`src/rtl/mem_access_unit_if.sv`:
```
// Pipeline request/response and word-memory bus for mem_access_unit.
// The unit takes the slave side; the pipeline/memory environment the master.
interface mem_access_unit_if #(
    parameter int AW = 32,
    parameter int DW = 32
);
    logic          req_valid;
    logic          req_ready;
    logic [3:0]    req_op;
    logic [AW-1:0] req_addr;
    logic [DW-1:0] req_wdata;
    logic          resp_valid;
    logic [DW-1:0] resp_rdata;
    logic          misalign_err;
    logic [AW-1:0] mem_addr;
    logic [DW-1:0] mem_wdata;
    logic          mem_we;
    logic [DW-1:0] mem_rdata;

    modport slave (
        input  req_valid, req_op, req_addr, req_wdata, mem_rdata,
        output req_ready, resp_valid, resp_rdata, misalign_err,
        output mem_addr, mem_wdata, mem_we
    );

    modport master (
        output req_valid, req_op, req_addr, req_wdata, mem_rdata,
        input  req_ready, resp_valid, resp_rdata, misalign_err,
        input  mem_addr, mem_wdata, mem_we
    );
endinterface

```
`src/rtl/mem_access_unit.sv`:
```
// MEM-stage load/store unit: sub-word extension, SB/SH read-modify-write.
// Define MISALIGN_TRAP_EN to trap misaligned LH/LHU/SH/LW/SW instead of aligning.
module mem_access_unit #(
    parameter int AW = 32,
    parameter int DW = 32
) (
    input  logic              clk,
    input  logic              rst_n,
    mem_access_unit_if.slave  bus
);
    typedef enum logic [1:0] {IDLE, ACCESS, MERGE_WR} state_t;

    localparam logic [3:0] OP_LB  = 4'b0000;
    localparam logic [3:0] OP_LH  = 4'b0001;
    localparam logic [3:0] OP_LW  = 4'b0010;
    localparam logic [3:0] OP_LBU = 4'b0100;
    localparam logic [3:0] OP_LHU = 4'b0101;
    localparam logic [3:0] OP_SB  = 4'b1000;
    localparam logic [3:0] OP_SH  = 4'b1001;
    localparam logic [3:0] OP_SW  = 4'b1010;

    state_t        state_q, state_d;
    logic [3:0]    op_q, op_d;
    logic [AW-1:0] addr_q, addr_d;
    logic [DW-1:0] wdata_q, wdata_d;
    logic [DW-1:0] merge_q, merge_d;
    logic [DW-1:0] rdata_q, rdata_d;
    logic          rvalid_q, rvalid_d;
    logic          err_q, err_d;

    logic          we;
    logic          mis;
    logic          is_load;
    logic [DW-1:0] ld_val;
    logic [DW-1:0] merged;
    logic [7:0]    byte_v;
    logic [15:0]   half_v;

`ifdef MISALIGN_TRAP_EN
    assign mis = (((op_q == OP_LH) || (op_q == OP_LHU) || (op_q == OP_SH))
                  && addr_q[0])
              || (((op_q == OP_LW) || (op_q == OP_SW))
                  && (addr_q[1:0] != 2'b00));
`else
    assign mis = 1'b0;
`endif

    assign is_load = (op_q == OP_LB) || (op_q == OP_LH) || (op_q == OP_LW)
                  || (op_q == OP_LBU) || (op_q == OP_LHU);

    assign byte_v = bus.mem_rdata[{addr_q[1:0], 3'b000} +: 8];
    assign half_v = bus.mem_rdata[{addr_q[1], 4'b0000} +: 16];

    always_comb begin
        ld_val = '0;
        case (op_q)
            OP_LB:   ld_val = {{(DW-8){byte_v[7]}}, byte_v};
            OP_LBU:  ld_val = {{(DW-8){1'b0}}, byte_v};
            OP_LH:   ld_val = {{(DW-16){half_v[15]}}, half_v};
            OP_LHU:  ld_val = {{(DW-16){1'b0}}, half_v};
            OP_LW:   ld_val = bus.mem_rdata;
            default: ld_val = '0;
        endcase
    end

    // Only the addressed lane(s) change; every other byte of the old word survives.
    always_comb begin
        merged = merge_q;
        if (op_q == OP_SH) begin
            merged[{addr_q[1], 4'b0000} +: 16] = wdata_q[15:0];
        end else begin
            merged[{addr_q[1:0], 3'b000} +: 8] = wdata_q[7:0];
        end
    end

    always_comb begin
        state_d   = state_q;
        op_d      = op_q;
        addr_d    = addr_q;
        wdata_d   = wdata_q;
        merge_d   = merge_q;
        rdata_d   = rdata_q;
        rvalid_d  = 1'b0;
        err_d     = 1'b0;
        we        = 1'b0;
        bus.mem_wdata = wdata_q;
        unique case (state_q)
            IDLE: begin
                if (bus.req_valid) begin
                    op_d    = bus.req_op;
                    addr_d  = bus.req_addr;
                    wdata_d = bus.req_wdata;
                    state_d = ACCESS;
                end
            end
            ACCESS: begin
                state_d = IDLE;
                if (mis) begin
                    rvalid_d = 1'b1;
                    err_d    = 1'b1;
                end else if ((op_q == OP_SB) || (op_q == OP_SH)) begin
                    merge_d = bus.mem_rdata;
                    state_d = MERGE_WR;
                end else if (op_q == OP_SW) begin
                    we       = 1'b1;
                    rvalid_d = 1'b1;
                end else if (is_load) begin
                    rdata_d  = ld_val;
                    rvalid_d = 1'b1;
                end else begin
                    rdata_d  = '0;
                    rvalid_d = 1'b1;
                end
            end
            MERGE_WR: begin
                we            = 1'b1;
                bus.mem_wdata = merged;
                rvalid_d      = 1'b1;
                state_d       = IDLE;
            end
            default: state_d = IDLE;
        endcase
    end

    always_ff @(posedge clk) begin
        if (!rst_n) begin
            state_q  <= IDLE;
            op_q     <= '0;
            addr_q   <= '0;
            wdata_q  <= '0;
            merge_q  <= '0;
            rdata_q  <= '0;
            rvalid_q <= 1'b0;
            err_q    <= 1'b0;
        end else begin
            state_q  <= state_d;
            op_q     <= op_d;
            addr_q   <= addr_d;
            wdata_q  <= wdata_d;
            merge_q  <= merge_d;
            rdata_q  <= rdata_d;
            rvalid_q <= rvalid_d;
            err_q    <= err_d;
        end
    end

    // Reset must block a write even when it lands mid-transaction.
    assign bus.mem_we       = we & rst_n;
    assign bus.req_ready    = (state_q == IDLE);
    assign bus.mem_addr     = (state_q == IDLE) ? '0 : {2'b00, addr_q[AW-1:2]};
    assign bus.resp_valid   = rvalid_q;
    assign bus.resp_rdata   = rdata_q;
    assign bus.misalign_err = err_q;
endmodule

```
`src/flat_wrapper.sv`:
```
// flat-port wrapper written by rule: the top's interface ports become plain ports
module mem_access_unit_flat 
#(
    parameter int AW = 32,
    parameter int DW = 32
)
  (clk, rst_n, bus_req_valid, bus_req_op, bus_req_addr, bus_req_wdata, bus_mem_rdata, bus_req_ready, bus_resp_valid, bus_resp_rdata, bus_misalign_err, bus_mem_addr, bus_mem_wdata, bus_mem_we);
  mem_access_unit_if #(.AW(AW), .DW(DW)) bus_i ();
  input  logic clk;
  input  logic rst_n;
  input wire logic [$bits(bus_i.req_valid)-1:0] bus_req_valid;
  input wire logic [$bits(bus_i.req_op)-1:0] bus_req_op;
  input wire logic [$bits(bus_i.req_addr)-1:0] bus_req_addr;
  input wire logic [$bits(bus_i.req_wdata)-1:0] bus_req_wdata;
  input wire logic [$bits(bus_i.mem_rdata)-1:0] bus_mem_rdata;
  output wire logic [$bits(bus_i.req_ready)-1:0] bus_req_ready;
  output wire logic [$bits(bus_i.resp_valid)-1:0] bus_resp_valid;
  output wire logic [$bits(bus_i.resp_rdata)-1:0] bus_resp_rdata;
  output wire logic [$bits(bus_i.misalign_err)-1:0] bus_misalign_err;
  output wire logic [$bits(bus_i.mem_addr)-1:0] bus_mem_addr;
  output wire logic [$bits(bus_i.mem_wdata)-1:0] bus_mem_wdata;
  output wire logic [$bits(bus_i.mem_we)-1:0] bus_mem_we;
  assign bus_i.req_valid = bus_req_valid;
  assign bus_i.req_op = bus_req_op;
  assign bus_i.req_addr = bus_req_addr;
  assign bus_i.req_wdata = bus_req_wdata;
  assign bus_i.mem_rdata = bus_mem_rdata;
  assign bus_req_ready = bus_i.req_ready;
  assign bus_resp_valid = bus_i.resp_valid;
  assign bus_resp_rdata = bus_i.resp_rdata;
  assign bus_misalign_err = bus_i.misalign_err;
  assign bus_mem_addr = bus_i.mem_addr;
  assign bus_mem_wdata = bus_i.mem_wdata;
  assign bus_mem_we = bus_i.mem_we;
  mem_access_unit #(.AW(AW), .DW(DW)) u_core (.clk(clk), .rst_n(rst_n), .bus(bus_i));
endmodule
```
`config.mk`:
```
export PLATFORM = sky130hd
export DESIGN_NAME = mem_access_unit_flat
export DESIGN_NICKNAME = d
export VERILOG_FILES = /design/src/rtl/mem_access_unit_if.sv /design/src/rtl/mem_access_unit.sv /design/src/flat_wrapper.sv
export SDC_FILE = /design/constraint.sdc
export NUM_CORES = 1
export LEC_CHECK = 0
export CAP_MARGIN = 20
export CORE_MARGIN = 2
export CORE_UTILIZATION = 52
export CTS_BUF_LIST = sky130_fd_sc_hd__clkbuf_8
export CTS_CLUSTER_SIZE = 20
export DETAILED_ROUTE_END_ITERATION = 10
export GPL_ROUTABILITY_DRIVEN = 0
export HOLD_SLACK_MARGIN = 0.05
export PLACE_DENSITY_LB_ADDON = 0.05
export SLEW_MARGIN = 20
export SYNTH_ARGS = -nofsm -noshare
export SYNTH_HDL_FRONTEND = slang
export SYNTH_SLANG_ARGS = --single-unit
export TNS_END_PERCENT = 5
```
`constraint.sdc`:
```
create_clock -name clk -period 5.1 [get_ports clk]
set_clock_uncertainty 0.2 [all_clocks]
set_input_delay 1.02 -clock clk [delete_from_list [all_inputs] [get_ports clk]]
set_output_delay 1.02 -clock clk [all_outputs]
set_load 0.02 [all_outputs]
```
==> results of run 1 <==
## path summary, 6_finish.rpt
path         slack (ns)                from                   endpoint
max                0.29    u_core.addr_q[0]          bus_mem_wdata[19]
min                0.25  u_core.wdata_q[22]         u_core.wdata_q[22]
max reg2reg        2.65    u_core.addr_q[0]  u_core.bus.resp_rdata[31]
min reg2reg        0.25  u_core.wdata_q[22]         u_core.wdata_q[22]
## worst max-delay path: stages (launching register included)
cell,delay [ns]
dfxtp_1,0.76
inv_1,0.19
ha_1,0.39
nor4b_1,0.27
nand3_1,0.11
a21oi_1,0.53
a221o_1,0.26
clkdlybuf4s50_1,0.62
## sequential cells by signal, summed over array words and instances, names as in the netlist
register,flops
u_core.addr_q,32
u_core.bus.resp_rdata,32
u_core.bus.resp_valid,1
u_core.merge_q,32
u_core.op_q,4
u_core.state_q,2
u_core.wdata_q,32
## per-layer routing
metal  track usage (%)  up-vias
li1                  -     3165
met1              39.1     3120
met2              47.9      312
met3              6.80       64
met4              14.1        0
met5                 0        -
## area by class of cell
cell class              count  area, sq um  share of cell area (%)
clock buffers              17          234                    2.66
clock inverters            15          146                    1.66
inverters                   8         31.3                   0.356
multi-input cells         604         3400                    38.7
flip-flops and latches    135         2700                    30.7
well taps                 147          184                    2.09
repair buffers            210         2090                    23.8
## cell families (layout without fill, tap and decap cells)
family	count (synthesis)	in the layout	share of synthesized area [%]
AOI/OAI and AO/OA	242	242	24.7
buffers and inverters	75	250	4.86
other	1	3	0.0587
muxes	13	13	2.21
and+or+nand+nor	338	338	24.3
DFF	135	135	42.3
adders and majority gates	8	8	1.57
## synthesized netlist by cell type (2+ instances only)
cell	instances	share of area, %
o21ai_0	10	0.78
nand2b_1	4	0.39
a221oi_1	16	2.2
nor2_1	28	1.6
a211oi_2	11	2.2
a22oi_1	24	2.8
nand3b_1	8	0.94
nor3_1	8	0.63
a221o_1	8	1.3
a22o_1	9	1.2
a31oi_1	14	1.4
nand3_1	13	1.0
inv_1	7	0.41
nor3b_2	2	0.39
and2_1	2	0.20
nor2b_1	40	3.9
dfxtp_1	135	42
mux2i_1	4	0.63
clkbuf_1	50	2.9
ha_1	8	1.6
a21oi_1	127	10
mux2_2	9	1.6
buf_1	5	0.29
buf_2	8	0.63
or4_1	2	0.24
a211oi_1	6	0.71
and4_1	6	0.82
o211ai_1	8	0.94
buf_4	3	0.35
nand2_1	215	13
## through the flow
stage               hold WS [ns]  utilization [%]  area (sq um)  setup slack (ns)  std cells
finish                     0.253             73.2          8790             0.288       1136
global route               0.270             73.2          8790            0.0310       1136
CTS                        0.254             72.9          8760             0.364       1134
detailed placement         0.242             69.8          8380             0.876       1102
global placement           0.238             69.6          8370              1.01       1101
floorplan                  0.232                -          6390              1.62        814
## report_power, final
| group | leakage [uW] | switching, uW | internal, uW |
|---|---|---|---|
| Combinational | 0.00179 | 269 | 232 |
| Clock | 0.000187 | 456 | 395 |
| Sequential | 0.00110 | 47.1 | 1110 |
| Total | 0.00308 | 772 | 1740 |
==> reports/metrics.csv, run 1 <==
metric;value;unit
hold-fix buffer count after cts;0;
share of cells above drive strength 1;7.68;%
Num Clock Sinks;135;
final WL;20100;um
Synth Register Bits;135;
routed wl met2;9380;um
commonest cells after routing, fill and taps aside;nand2_1, clkdlybuf4s50_1, dfxtp_1;
ANT cells;0;
CTS root buf;clkbuf_8;
number of max-cap violations;0;
Crit path arrival time;3.59;ns
first-pass GRT wire length;31000;um
clock slew at reported path FFs;0.08;ns
H-tree depth;4;
setup bufs post-CTS;0;
Syn-to-layout area delta;37.7;%
I/O pin cnt;203;
outcome;complete, no violations;
minimum clock period;4.81;ns
cts bufs inserted;17;
leakage;0.00308;uW
worst hold-check path type;reg -> reg;
VDD IR max;224;uV
ys flop type;dfxtp_1;
Die Ht;115;um
Starting Density;53.2;%
largest net degree at the start of global routing;75;
CP Class;reg -> out;
CTS tree;yes;
RSZ-0062 raised after global routing;false;
Synth Instances;812;
final setup violation count;0;
Final Slew Violations;0;
core area;12000;sq um
die area;13200;sq um
Worst Tran Pin Value;0.811;ns
IO buf count;199;
worst reg-to-reg path cell count;4;
worst hold stages;2;
CP Capture Type;output port;
GRT Residual Overflow;0;
dpl hpwl;14600;um
Initial DRC Count;627;
FFs w/ async S/R, synth;0;%
slew margin rel.;45.3;%
YS warnings;0;
# rows;40;
uppermost routed layer;met4;
Hold Violations, Final;0;
PostCTS Resize Cnt;0;
WP data required;3.88;ns
EDFF count, synth;0;
pwr dens;285;nW/um^2
crit start category;flop;
register area share after synthesis;42.3;%
CP max FO;17;
post-route ant nets;0;
Netlist cell types;52;
Synth Cell Area;6380;sq um
Avg WL per Cell;17.7;um
Clk Latency, worst-skew pair;0.46;ns
# nets final;1087;
most common cell after layout, fill and taps aside;nand2_1;
fmax;0.208;GHz
Design Power;2510;uW
GR Util All Layers;30.1;%
fillers;962;
syn_area_per_cell;7.86;sq um
initial antenna violation count;0;
total number of vias;6661;
M1 WL;8460;um
setup TNS;0;ns
Met3 Routed Length;1490;um
DRC viols;0;
vias per inst;5.86;
final period utilization;94.4;%
DRT Pass-1 Iters;5;
Clock Path Buffers;2;
vias in the first global route;6150;
die width;115;um
No activity file was read; power rests on OpenSTA's default activity.
==> run 2: changes to the inputs <==
REMOVE_ABC_BUFFERS = 1   (was not set)
==> reports/metrics.csv, run 2 (synthesis gave the netlist of run 1 again) <==
metric;value;unit;change
outcome;complete, no violations;;unchanged
Clk Latency, worst-skew pair;0.45;ns;was 0.46 ns
GRT Residual Overflow;0;;unchanged
Syn-to-layout area delta;37.2;%;was 37.7%
leakage;0.00310;uW;was 0.00308 uW
internal power;1750;uW;was 1740 uW
Num Clock Sinks;135;;unchanged
final core utilization;72.9;%;was 73.2%
commonest cells after routing, fill and taps aside;nand2_1, clkdlybuf4s50_1, dfxtp_1;;unchanged
worst hold start;u_core.addr_q[14];;was u_core.wdata_q[22]
slew margin rel.;35.5;%;was 45.3%
initial antenna violation count;0;;unchanged
placed insts;1105;;was 1,102
setup bufs post-CTS;0;;unchanged
CP max FO;19;;was 17
Net Sw Frac;28.7;%;was 30.8%
sw power;703;uW;was 772 uW
core area;12000;sq um;unchanged
setup TNS;0;ns;unchanged
Clock power frac;32.2;%;was 33.9%
CTS root buf;clkbuf_8;;unchanged
DRT Pass-1 Iters;5;;unchanged
slowest cell delay on critical path;0.74;ns;was 0.76 ns
worst path cell trace;nand4bb_1 -> mux2i_1 -> nand2_1 -> a21oi_1 -> clkdlybuf4s50_1;;was inv_1 -> ha_1 -> nor4b_1 -> nand3_1 -> a21oi_1 -> a221o_1 -> clkdlybuf4s50_1
CP Capture Type;output port;;unchanged
final WL;20200;um;was 20,100 um
CP Class;reg -> out;;unchanged
CP startpoint;u_core.op_q[3];;was u_core.addr_q[0]
delay-heaviest family, CP;flip-flops;;was buffers and inverters
Final Slew Violations;0;;unchanged
H-tree depth;4;;unchanged
cts bufs inserted;17;;unchanged
design area;8760;sq um;was 8790 sq um
GR Util All Layers;30.7;%;was 30.1%
minimum clock period;4.55;ns;was 4.81 ns
hold slack;0.249;ns;was 0.253 ns
worst reg-to-reg path cell count;5;;was 4
Non-Filler Instances;1136;;unchanged
fillers;998;;was 962
Die Ht;115;um;unchanged
DRC viols;0;;unchanged
Stages on worst setup path;5;;was 7
Slowest-stage cell, CP;dfxtp_1;;unchanged
PostCTS Resize Cnt;0;;unchanged
RSZ-0062 raised after global routing;false;;unchanged
final period utilization;89.2;%;was 94.4%
Clock Path Buffers;2;;unchanged
WP data required;3.88;ns;about the same
Comb power frac;20.6;%;was 20.0%
Worst Tran Pin Value;0.957;ns;was 0.811 ns
largest net degree at the start of global routing;69;;was 75
die width;115;um;unchanged
vias per inst;5.88;;was 5.86
hold-fix buffer count after cts;0;;unchanged
part of the power in registers;47.2;%;was 46.1%
CTS tree;yes;;unchanged
Initial DRC Count;687;;was 627
end of the worst register-to-register path;u_core.addr_q[0];;was u_core.bus.resp_rdata[31]
total number of vias;6675;;was 6,661
IO buf count;199;;unchanged
Min-Delay Endpoint;u_core.addr_q[14];;was u_core.wdata_q[22]
worst hold-check path type;reg -> reg;;unchanged
first-pass GRT wire length;31600;um;was 31,000 um
most common cell after layout, fill and taps aside;nand2_1;;unchanged
number of max-cap violations;0;;unchanged
I/O pin cnt;203;;unchanged
crit start category;flop;;unchanged
worst hold stages;2;;unchanged
placed cell areas;8400;sq um;was 8380 sq um
VDD IR max;193;uV;was 224 uV
fmax;0.220;GHz;was 0.208 GHz
Buf/Inv on CP;1;;was 2
# nets final;1089;;was 1,087
Avg WL per Cell;17.8;um;was 17.7 um
vias in the first global route;6489;;was 6,150
post-route ant nets;0;;unchanged
Crit path arrival time;3.33;ns;was 3.59 ns
pwr dens;280;nW/um^2;was 285 nW/um^2
Starting Density;53.2;%;unchanged
dpl hpwl;14500;um;was 14,600 um
r2r startpoint;u_core.state_q[0];;was u_core.addr_q[0]
die area;13200;sq um;unchanged
r2r setup slk;2.62;ns;was 2.65 ns
ANT cells;0;;unchanged
# rows;40;;unchanged
final setup violation count;0;;unchanged
share of cells above drive strength 1;6.98;%;was 7.68%
Hold Violations, Final;0;;unchanged
clock slew at reported path FFs;0.07;ns;was 0.08 ns
==> run 2: cell types whose count changed in the layout (fill, tap and decap cells not counted), sizes merged <==
cell and change:
buf +2, clkinv -3, clkbuf +3, clkinvlp -3, inv +1
==> run 2: how the worst max path moves through the flow <==
stage                                    to  slack (ns)
after floorplan           bus_mem_wdata[16]        1.53
after global placement     bus_mem_wdata[7]        1.19
after detailed placement  bus_mem_wdata[25]        1.09
after CTS                 bus_mem_wdata[25]        0.58
after global routing       bus_mem_wdata[7]        0.36
final                     bus_mem_wdata[24]        0.55
==> run 2: through the flow <==
step | worst slack [ns] | total power, uW
global placement | 1.19 | 1660
CTS | 0.584 | 2450
detailed placement | 1.09 | 1680
finish | 0.550 | 2450
floorplan | 1.53 | 1420
global route | 0.356 | 2550
==> run 2: power groups by stage <==
stage                     sequential, uW  combinational [uW]  clock (uW)
final                               1160                 505         789
after global routing                1160                 542         849
after global placement              1180                 483           0
after detailed placement            1180                 498           0
after CTS                           1150                 501         796
after floorplan                     1190                 235           0
==> run 2: routing by layer <==
| layer | track usage, % | vias to the layer above | share of wire [%] |
|---|---|---|---|
| met5 | 0 | - | 0 |
| met4 | 14.7 | 0 | 3.6 |
| met2 | 50.8 | 338 | 48 |
| met3 | 8.75 | 67 | 8.2 |
| li1 | - | 3156 | - |
| met1 | 37.0 | 3114 | 40 |
==> run 2: worst register-to-register path: cells and delay by family (launching register included) <==
family | cells | cell delay, ns
buffers and inverters | 1 | 0.08
adders and majority gates | 1 | 0.63
DFF | 1 | 0.33
and+or+nand+nor | 2 | 0.98
AOI/OAI and AO/OA | 1 | 0.18
==> run 2: area by class of cell <==
class | instances | area, sq um | area share (%)
clock inverter | 10 | 67.6 | 0.771
inverter | 8 | 31.3 | 0.357
timing repair buffer | 212 | 2100 | 24.0
multi-input combinational | 604 | 3400 | 38.8
clock buffer | 20 | 275 | 3.14
sequential | 135 | 2700 | 30.8
tap | 147 | 184 | 2.10
==> run 3: changes to the inputs <==
ABC_CLOCK_PERIOD_IN_PS = 5100   (was not set)
==> results of run 3 <==
Final layout, timing and power as in run 2 (identical DEF).
